`config.mk`:
```
export PLATFORM = sky130hd
export DESIGN_NAME = alu_op_sequencer
export DESIGN_NICKNAME = d
export VERILOG_FILES = /design/src/rtl/alu_op_sequencer.sv
export SDC_FILE = /design/constraint.sdc
export NUM_CORES = 1
export LEC_CHECK = 0
export CAP_MARGIN = 20
export CORE_UTILIZATION = 25
export CTS_BUF_LIST = sky130_fd_sc_hd__clkbuf_4 sky130_fd_sc_hd__clkbuf_8 sky130_fd_sc_hd__clkbuf_16
export DETAILED_ROUTE_END_ITERATION = 10
export PLACE_DENSITY_LB_ADDON = 0.05
export SYNTH_ARGS = -nofsm -noshare
export SYNTH_HDL_FRONTEND = slang
export SYNTH_SLANG_ARGS = --single-unit
```
`constraint.sdc`:
```
create_clock -name clk -period 2.7 [get_ports clk]
set_input_delay 0.54 -clock clk [delete_from_list [all_inputs] [get_ports clk]]
set_output_delay 0.54 -clock clk [all_outputs]
set_load 0.03 [all_outputs]
```
`src/rtl/alu_op_sequencer.sv`:
```
// alu_op_sequencer
//   Command-side initiator for alu_8bit. Accepts load / ALU-op commands over a
//   valid/ready pair, keeps an 8 x 8-bit register file (r0 is accumulator A)
//   plus carry (CY) and zero (Z) flags, drives registered ALU operands, samples
//   the ALU result after ALU_LATENCY cycles, writes back A and the flags, and
//   returns a response over a second valid/ready pair.
//
// Parameters
//   ALU_LATENCY   cycles from ALU port drive to result sample (1..7)
//
// Ports
//   clk, rst_n                 clock (rising edge), async active-low reset
//   cmd_valid / cmd_ready      command handshake
//   cmd_wr                     1 = register load, 0 = ALU op
//   cmd_op[3:0]                ALU operation code
//   cmd_src[2:0]               operand_b source register (load: destination)
//   cmd_use_imm, cmd_imm[7:0]  immediate select / immediate or load data
//   rsp_valid / rsp_ready      response handshake
//   rsp_data, rsp_carry,       A after the op (load: loaded value), CY, Z
//   rsp_zero, rsp_err          rsp_err = divide-by-zero reject
//   alu_a, alu_b, alu_op       registered drive to the ALU
//   alu_result, alu_carry      ALU outputs
//
// Optional feature: define ALU_SEQ_OPCOUNT_EN to add op_count[15:0] (completed
// ALU ops, compares included) and err_count[7:0] (divide-by-zero rejects).
// Both saturate at all-ones; loads are not counted.
//
// state | meaning
// IDLE  | ready for a command
// ISSUE | ALU operands driven, waiting out ALU_LATENCY
// RESP  | response held until the consumer takes it
module alu_op_sequencer #(
  parameter int unsigned ALU_LATENCY = 1
) (
  input  logic       clk,
  input  logic       rst_n,
  input  logic       cmd_valid,
  output logic       cmd_ready,
  input  logic       cmd_wr,
  input  logic [3:0] cmd_op,
  input  logic [2:0] cmd_src,
  input  logic       cmd_use_imm,
  input  logic [7:0] cmd_imm,
  output logic       rsp_valid,
  input  logic       rsp_ready,
  output logic [7:0] rsp_data,
  output logic       rsp_carry,
  output logic       rsp_zero,
  output logic       rsp_err,
  output logic [7:0] alu_a,
  output logic [7:0] alu_b,
  output logic [3:0] alu_op,
  input  logic [7:0] alu_result,
  input  logic       alu_carry
`ifdef ALU_SEQ_OPCOUNT_EN
  ,
  output logic [15:0] op_count,
  output logic [7:0]  err_count
`endif
);

  typedef enum logic [1:0] {IDLE, ISSUE, RESP} state_t;

  localparam logic [3:0] OP_ADD = 4'b0000;
  localparam logic [3:0] OP_SUB = 4'b0001;
  localparam logic [3:0] OP_DIV = 4'b0011;

  state_t          state, state_nxt;
  logic [7:0][7:0] regs;
  logic            flag_cy, flag_z;
  logic [2:0]      wait_cnt;

  logic       accept;
  logic [7:0] opnd_b;
  logic       div0;
  logic       wait_tc;
  logic       wb_cmp;
  logic [7:0] wb_a;
  logic       wb_z;
  logic       wb_cy;

  assign cmd_ready = (state == IDLE);
  assign rsp_valid = (state == RESP);
  assign accept    = cmd_valid & cmd_ready;
  assign opnd_b    = cmd_use_imm ? cmd_imm : regs[cmd_src];
  assign div0      = !cmd_wr && (cmd_op == OP_DIV) && (opnd_b == 8'h00);
  // Counter is loaded with ALU_LATENCY; the result is sampled on the edge
  // that takes it from 1 to 0.
  assign wait_tc   = (state == ISSUE) && (wait_cnt == 3'd1);

  // Writeback values; compares (111x) only update Z.
  always_comb begin
    wb_cmp = (alu_op[3:1] == 3'b111);
    wb_a   = wb_cmp ? regs[0] : alu_result;
    wb_z   = (alu_result == 8'h00);
    wb_cy  = flag_cy;
    if (alu_op == OP_ADD) begin
      wb_cy = alu_carry;
    end else if (alu_op == OP_SUB) begin
      wb_cy = (alu_a < alu_b);
    end
  end

  always_ff @(posedge clk or negedge rst_n) begin
    if (!rst_n) begin
      state <= IDLE;
    end else begin
      state <= state_nxt;
    end
  end

  always_comb begin
    state_nxt = state;
    case (state)
      IDLE: begin
        if (accept) begin
          state_nxt = (cmd_wr || div0) ? RESP : ISSUE;
        end
      end
      ISSUE: begin
        if (wait_tc) begin
          state_nxt = RESP;
        end
      end
      RESP: begin
        if (rsp_ready) begin
          state_nxt = IDLE;
        end
      end
      default: state_nxt = IDLE;
    endcase
  end

  always_ff @(posedge clk or negedge rst_n) begin
    if (!rst_n) begin
      regs      <= '0;
      flag_cy   <= 1'b0;
      flag_z    <= 1'b0;
      wait_cnt  <= 3'd0;
      alu_a     <= 8'h00;
      alu_b     <= 8'h00;
      alu_op    <= 4'h0;
      rsp_data  <= 8'h00;
      rsp_carry <= 1'b0;
      rsp_zero  <= 1'b0;
      rsp_err   <= 1'b0;
    end else begin
      if (accept) begin
        rsp_err <= 1'b0;
        if (cmd_wr) begin
          regs[cmd_src] <= cmd_imm;
          rsp_data      <= cmd_imm;
          rsp_carry     <= flag_cy;
          rsp_zero      <= flag_z;
        end else if (div0) begin
          // ALU is not issued; its ports keep their previous values.
          rsp_err   <= 1'b1;
          rsp_data  <= regs[0];
          rsp_carry <= flag_cy;
          rsp_zero  <= flag_z;
        end else begin
          alu_a    <= regs[0];
          alu_b    <= opnd_b;
          alu_op   <= cmd_op;
          wait_cnt <= 3'(ALU_LATENCY);
        end
      end
      if (state == ISSUE) begin
        wait_cnt <= wait_cnt - 3'd1;
        if (wait_tc) begin
          regs[0]   <= wb_a;
          flag_z    <= wb_z;
          flag_cy   <= wb_cy;
          rsp_data  <= wb_a;
          rsp_zero  <= wb_z;
          rsp_carry <= wb_cy;
        end
      end
    end
  end

`ifdef ALU_SEQ_OPCOUNT_EN
  always_ff @(posedge clk or negedge rst_n) begin
    if (!rst_n) begin
      op_count  <= 16'h0000;
      err_count <= 8'h00;
    end else begin
      if (wait_tc && (op_count != 16'hFFFF)) begin
        op_count <= op_count + 16'h0001;
      end
      if (accept && div0 && (err_count != 8'hFF)) begin
        err_count <= err_count + 8'h01;
      end
    end
  end
`endif

endmodule
```
* Word-level counts from Yosys, hierarchy flattened *
Cells that the tools add are included.

word-level totals
  bits in registers = 102
  bits in latches = 0
  RAM bits = 0
  ROM bits = 0
  input port bits = 30
  output and inout port bits = 33
  logic and storage cells = 92
  memories kept = 0

cells by class
  $add $sub $neg = 1
  multiply operators = 0
  divide/modulo/power cells = 0
  $lt $le $gt $ge = 3
  eq/ne operators = 11
  shifts and indexed selects = 0
  multiplexer cells = 39
  bitwise gates (word level) = 3
  reductions and logical operators = 16

operator list
  kind                                                        number
  two-way mux 8 bit                                           13
  bitwise mux 64 bit                                          1
  binary-select mux 8 bit (select 3 bit)                      1
  demux 8 bit (select 3 bit)                                  1
  logical NOT 8 bit                                           2
  two-way mux 1 bit                                           14
  two-way mux 3 bit                                           4
  AND reduction 3 bit                                         3
  less-than comparator 8 bit                                  1
  two-way mux 2 bit                                           4
  inequality test 2 x 1 -> 1 bit, second input constant       4
  one-hot mux 2 bit (3 select lines)                          1
  == test 4 x 1 -> 1 bit, second input constant               1
  == test 4 x 2 -> 1 bit, second input constant               1
  logical AND 1 bit                                           4
  logical NOT 4 bit                                           1
  less-than comparator 3 x 4 -> 1 bit, second input constant  1
  AND reduction 2 bit                                         2
  == test 3 x 1 -> 1 bit, second input constant               1
  == test 3 bit, second input constant                        1
  >= comparator 3 x 1 -> 1 bit, second input constant         1
  subtractor 3 x 1 -> 3 bit, second input constant            1
  == test 2 x 1 -> 1 bit, second input constant               1
  == test 2 bit, second input constant                        1
  7 further kinds                                             8

* Longest topological paths before layout *
  depth in word-level cells = 10
  depth in mapped cells = 12
  mapped depth without buffers = 9

* Worst setup path before layout *
OpenSTA, ideal clock, no wires.

  kind = input -> register
  from = input cmd_src[0]
  to = register alu_b[2]
  setup time = 128 ps
  arrival time = 2826 ps
  data required time = 2572 ps
  slack = -253 ps
  stages = 10
  buffers on the path = 5
  cell sequence = buf_4 > buf_6 > buf_6 > mux2i_1 > a2111oi_1 > and4b_1 > buf_4 > a311oi_4 > buf_6 > mux2_1

between the ends
  longest elaborated chain between the ends = 7

ends and longest elaborated chain
  what                                         RTL line  RTL
  from (decl)                                  41        input logic [2:0] cmd_src,
  binary-select mux 8 bit (select 3 bit) (*)   85        assign opnd_b = cmd_use_imm ? cmd_imm : regs[cmd_src];
  two-way mux 8 bit (implied by the code) (*)  85
  two-way mux 8 bit (*)                        85
  logical NOT 8 bit                            86        assign div0 = !cmd_wr && (cmd_op == OP_DIV) && (opnd_b == 8'h00);
  logical AND 1 bit                            86
  inverter 1 bit (no source line)              -
  AND reduction 3 bit (no source line)         -
  to (signal assigned)                         163       alu_b <= opnd_b;
  to (decl)                                    51        output logic [7:0] alu_b,

Mark *: on every way between the ends. The rest lies on a longest branch, timed or not. The select of a mux whose other input is x is not followed.
A chain may end at the register's enable or synchronous reset.

* Worst setup path after layout *
  from = input cmd_src[1]
  to = register alu_a[7]

between the ends
  longest elaborated chain between the ends = 7

ends and longest elaborated chain
  what                                     RTL line  RTL
  binary-select mux 8 bit (select 3 bit)   85
  two-way mux 8 bit (implied by the code)  85
  two-way mux 8 bit                        85
  logical NOT 8 bit                        86
  logical AND 1 bit                        86
  inverter 1 bit (no source line)          -
  AND reduction 3 bit (no source line)     -
  to (signal assigned)                     162       alu_a <= regs[0];
  to (decl)                                50        output logic [7:0] alu_a,

No other way between the ends. The select of a mux whose other input is x is not followed.

==> flow_summary_export.csv <==
group,metric,value,unit
global_routing,grt-busiest-layer,"met2",
global_routing,grt_pass1_vias,4613,
timing,finalCritPeriodShare,97.73,%
cts,clock-root-buffer,"clkbuf_16",
cts,hold_buffers,0,
synth,synth_area,5389,sq um
finish,area_delta_synth_final,37.03,%
finish,drive_gt1_share,29.22,%
synth,ys_types,55,
outcome,status,"finished clean",
global_routing,gr-usage-met2,28.11,%
synth,synth_top_area_share,47.36,%
detailed_routing,wirelength,18170,um
global_routing,antenna_found_initial,0,
die,core,21090,sq um
die,fp.dieH,148.8,um
cts,h-tree-depth,3,
synth,yosys-top-cells-area,"dfrtp_1 (47%), mux2_2 (10%), nand2_1 (4.0%), mux2i_1 (3.9%), o21ai_0 (3.3%)",
critical_path,path_class,"in2reg",
synth,syn_nets,549,
synth,yosys.area_share.simple,14.33,%
global_routing,grtUsageTotal,17.36,%
critical_path,critical-path-top-delay-family,"multiplexers",
placement,dpl_cell_area,6854,sq um
synth,synth-xor-area-share,0.1625,%
detailed_routing,ant_nets,0,
cts,cts_buffers,9,
critical_path,cp-start-kind,"input pin",
critical_path,cpMostUsedCell,"buf_6",
placement,dp_hpwl,12930,um
power,p_leak,3.368,nW
critical_path,worstPathRequired,2930,ps
timing,finalClockSkew,6.093,ps
synth,synth_compound_area_share,13.42,%
finish,multiInputGateArea,2694,sq um
cts,cts_tree,"built",
die,start_util,25.55,%
synth,netlist_instances,510,
detailed_routing,drtIter0Drc,185,
placement,gp_congestion,0.7667,
global_routing,grt_max_degree,103,
global_routing,overflow,0,
global_routing,grt_use_met3,3.028,%
power,p_per_area,982.9,nW/um^2
timing,hold_viol_final,0,
detailed_routing,vias_per_cell,4.742,
cts,clk_pin_slew,70,ps
timing,tightest_slew,586.0,ps
detailed_routing,routedWlPerCell,19.86,um
finish,regArea,2552,sq um
finish,diodes,0,
synth,synth_warnings,0,
timing,timing.fmax,379.0,MHz
timing,relSlewSlack,60.93,%
die,ioPinCount,63,
cts,clock_sinks,102,
detailed_routing,vias,4339,
timing,finalSetupViolCount,0,
critical_path,crit_path_end_kind,"register",
global_routing,met1_usage,23.21,%
synth,synth_mux_area_share,17.69,%
timing,timing.setup.tns,0,ps
die,dieArea,22150,sq um
synth,synth-seq-cells,102,
placement,io_buffers,62,
worst_hold_path,hold_path_class,"in2async",
synth,synth_adder_area_share,2.090,%
flow_run,maxCapViolCount,0,
finish,final_nets,674,
critical_path,cp_data_arrival_time,2870,ps
power,ir_drop,292.5,uV
detailed_routing,dr.pass1.iters,4,
critical_path,cp_slowest_cell,"mux4_2",
timing,drv_slew,0,
synth,synth_top_family_by_area,"multiplexers",
die,die_w,148.8,um
critical_path,worst-path-buf-inv,4,
synth,ys_async_sr_fraction,100.0,%
global_routing,grt_pass1_wl,28300,um
finish,mostFrequentLayoutCell,"dfrtp_1",
finish,fillers,2150,
finish,postLayoutCellArea,7385,sq um
synth,synth_edf_count,0,
synth,syn_avg_cell_area,10.57,sq um
die,fp-row-count,53,
cts,clockBufferDepth,2,
critical_path,critical_path.max_fanout,6,
timing,rsz0062_at_grt,"false",
synth,seq_area_frac_synth,47.36,%
critical_path,cpPeakStageDelay,460,ps
synth,synth_top_cell_by_area,"dfrtp_1",
finish,final_cell_mix,"dfrtp_1 (102), buf_4 (76), nand2_1 (58)",
timing,fin_crit,2639,ps
cts,clock_latency,350,ps
critical_path,worstPathCellList,"buf_6, buf_8, nand2b_4, mux4_2, a32oi_2, nor2_1, and4b_2, a311oi_4, buf_6, buf_12, mux2_4",
synth,synth_flop_cell,"dfrtp_1",
detailed_routing,drc,0,
==> logic make-up (layout without fill, tap and decap cells) <==
logic type | Yosys count | after routing
DFF | 102 | 102
adders and majority gates | 9 | 9
buffers and inverters | 56 | 186
xor gates and xnor gates | 1 | 1
muxes | 84 | 84
AOI/OAI and AO/OA | 110 | 110
and+or+nand+nor | 148 | 148
==> per-stage QoR <==
stage | hold slack [ps] | instances | utilization [%] | total power [mW] | worst slack (ps)
2_1_floorplan | 244.4 | 510 | - | 4.522 | -181.6
3_3_place_gp | 459.5 | 890 | 32.50 | 5.844 | -651.4
3_5_place_dp | 468.7 | 890 | 32.50 | 5.869 | -697.0
4_1_cts | 286.8 | 916 | 35.06 | 7.360 | -9.277
5_1_grt | 272.3 | 915 | 35.02 | 7.769 | 2.245
6_report | 240.9 | 915 | 35.02 | 7.258 | 61.19
==> final cells by class <==
type | instances | area share, %
Clock buffer | 12 | 3.440
Clock inverter | 4 | 0.3050
Inverter | 20 | 1.017
Multi-Input combinational cell | 352 | 36.48
Sequential cell | 102 | 34.56
Tap cell | 275 | 4.659
Timing Repair Buffer | 150 | 19.54
==> synthesized netlist by cell type, types with 3 or more instances <==
cell / count
mux4_2: 3
and3_1: 13
mux2i_1: 21
ha_1: 9
and4b_1: 4
buf_2: 6
nor3_1: 5
o22ai_1: 6
nand2b_1: 13
mux2_1: 12
a31oi_1: 10
nand3_1: 8
o211ai_1: 4
o21ai_0: 35
nor2_1: 11
mux2_2: 48
nor4_1: 4
dfrtp_1: 102
inv_1: 20
nand4_1: 3
clkbuf_2: 3
a21oi_1: 16
buf_6: 5
a22oi_1: 13
nor2b_1: 16
a21o_1: 4
nand2_1: 58
clkbuf_1: 20
and2_1: 3
==> path summary, 6_finish.rpt <==
kind	from	end	slack, ps	cells past startpoint
max in group asynchronous	rst_n	regs[4]	2000	2
min in group clk	rsp_err	rsp_err	480	2
hold / removal	rst_n	alu_op[1]	240	2
setup reg to reg	regs[55]	alu_a[7]	160	9
setup / recovery	cmd_src[1]	alu_a[7]	60	11
hold reg to reg	rsp_err	rsp_err	480	2
==> worst reg2reg max path, stage by stage (launching register included) <==
cell and delay, ps:
dfrtp_1 350, mux2i_1 90, mux4_2 470, a32oi_2 210, nor2_1 80, and4b_2 260
a311oi_4 340, buf_6 180, buf_12 130, mux2_4 300
==> report_power, final <==
group	switching, mW	total [mW]	internal, mW
Combinational	1.66	3.30	1.65
Sequential	0.484	2.70	2.22
Clock	0.585	1.25	0.668
Total	2.72	7.26	4.53
==> routing by layer <==
metal | wire [um] | part of all wire, % | vias up
met5 | 0 | 0 | -
met3 | 752 | 4.1 | 20
li1 | - | - | 2092
met4 | 371 | 2.0 | 0
met2 | 8481 | 47 | 100
met1 | 8567 | 47 | 2127
==> sequential cells by signal, summed over array words and instances, names as in the netlist <==
name,cells
alu_a,8
alu_b,8
alu_op,4
flag_cy,1
flag_z,1
regs,64
rsp_carry,1
rsp_data,8
rsp_err,1
rsp_zero,1
state,2
wait_cnt,3
==> repair_timing <==
item	CTS	global route
resized for setup	38	5
cloned	4	0
endpoints found under the setup margin	33	22
buffers inserted	6	0
pin swaps	5	7
Note: power is estimated with default switching activity, not from simulation.
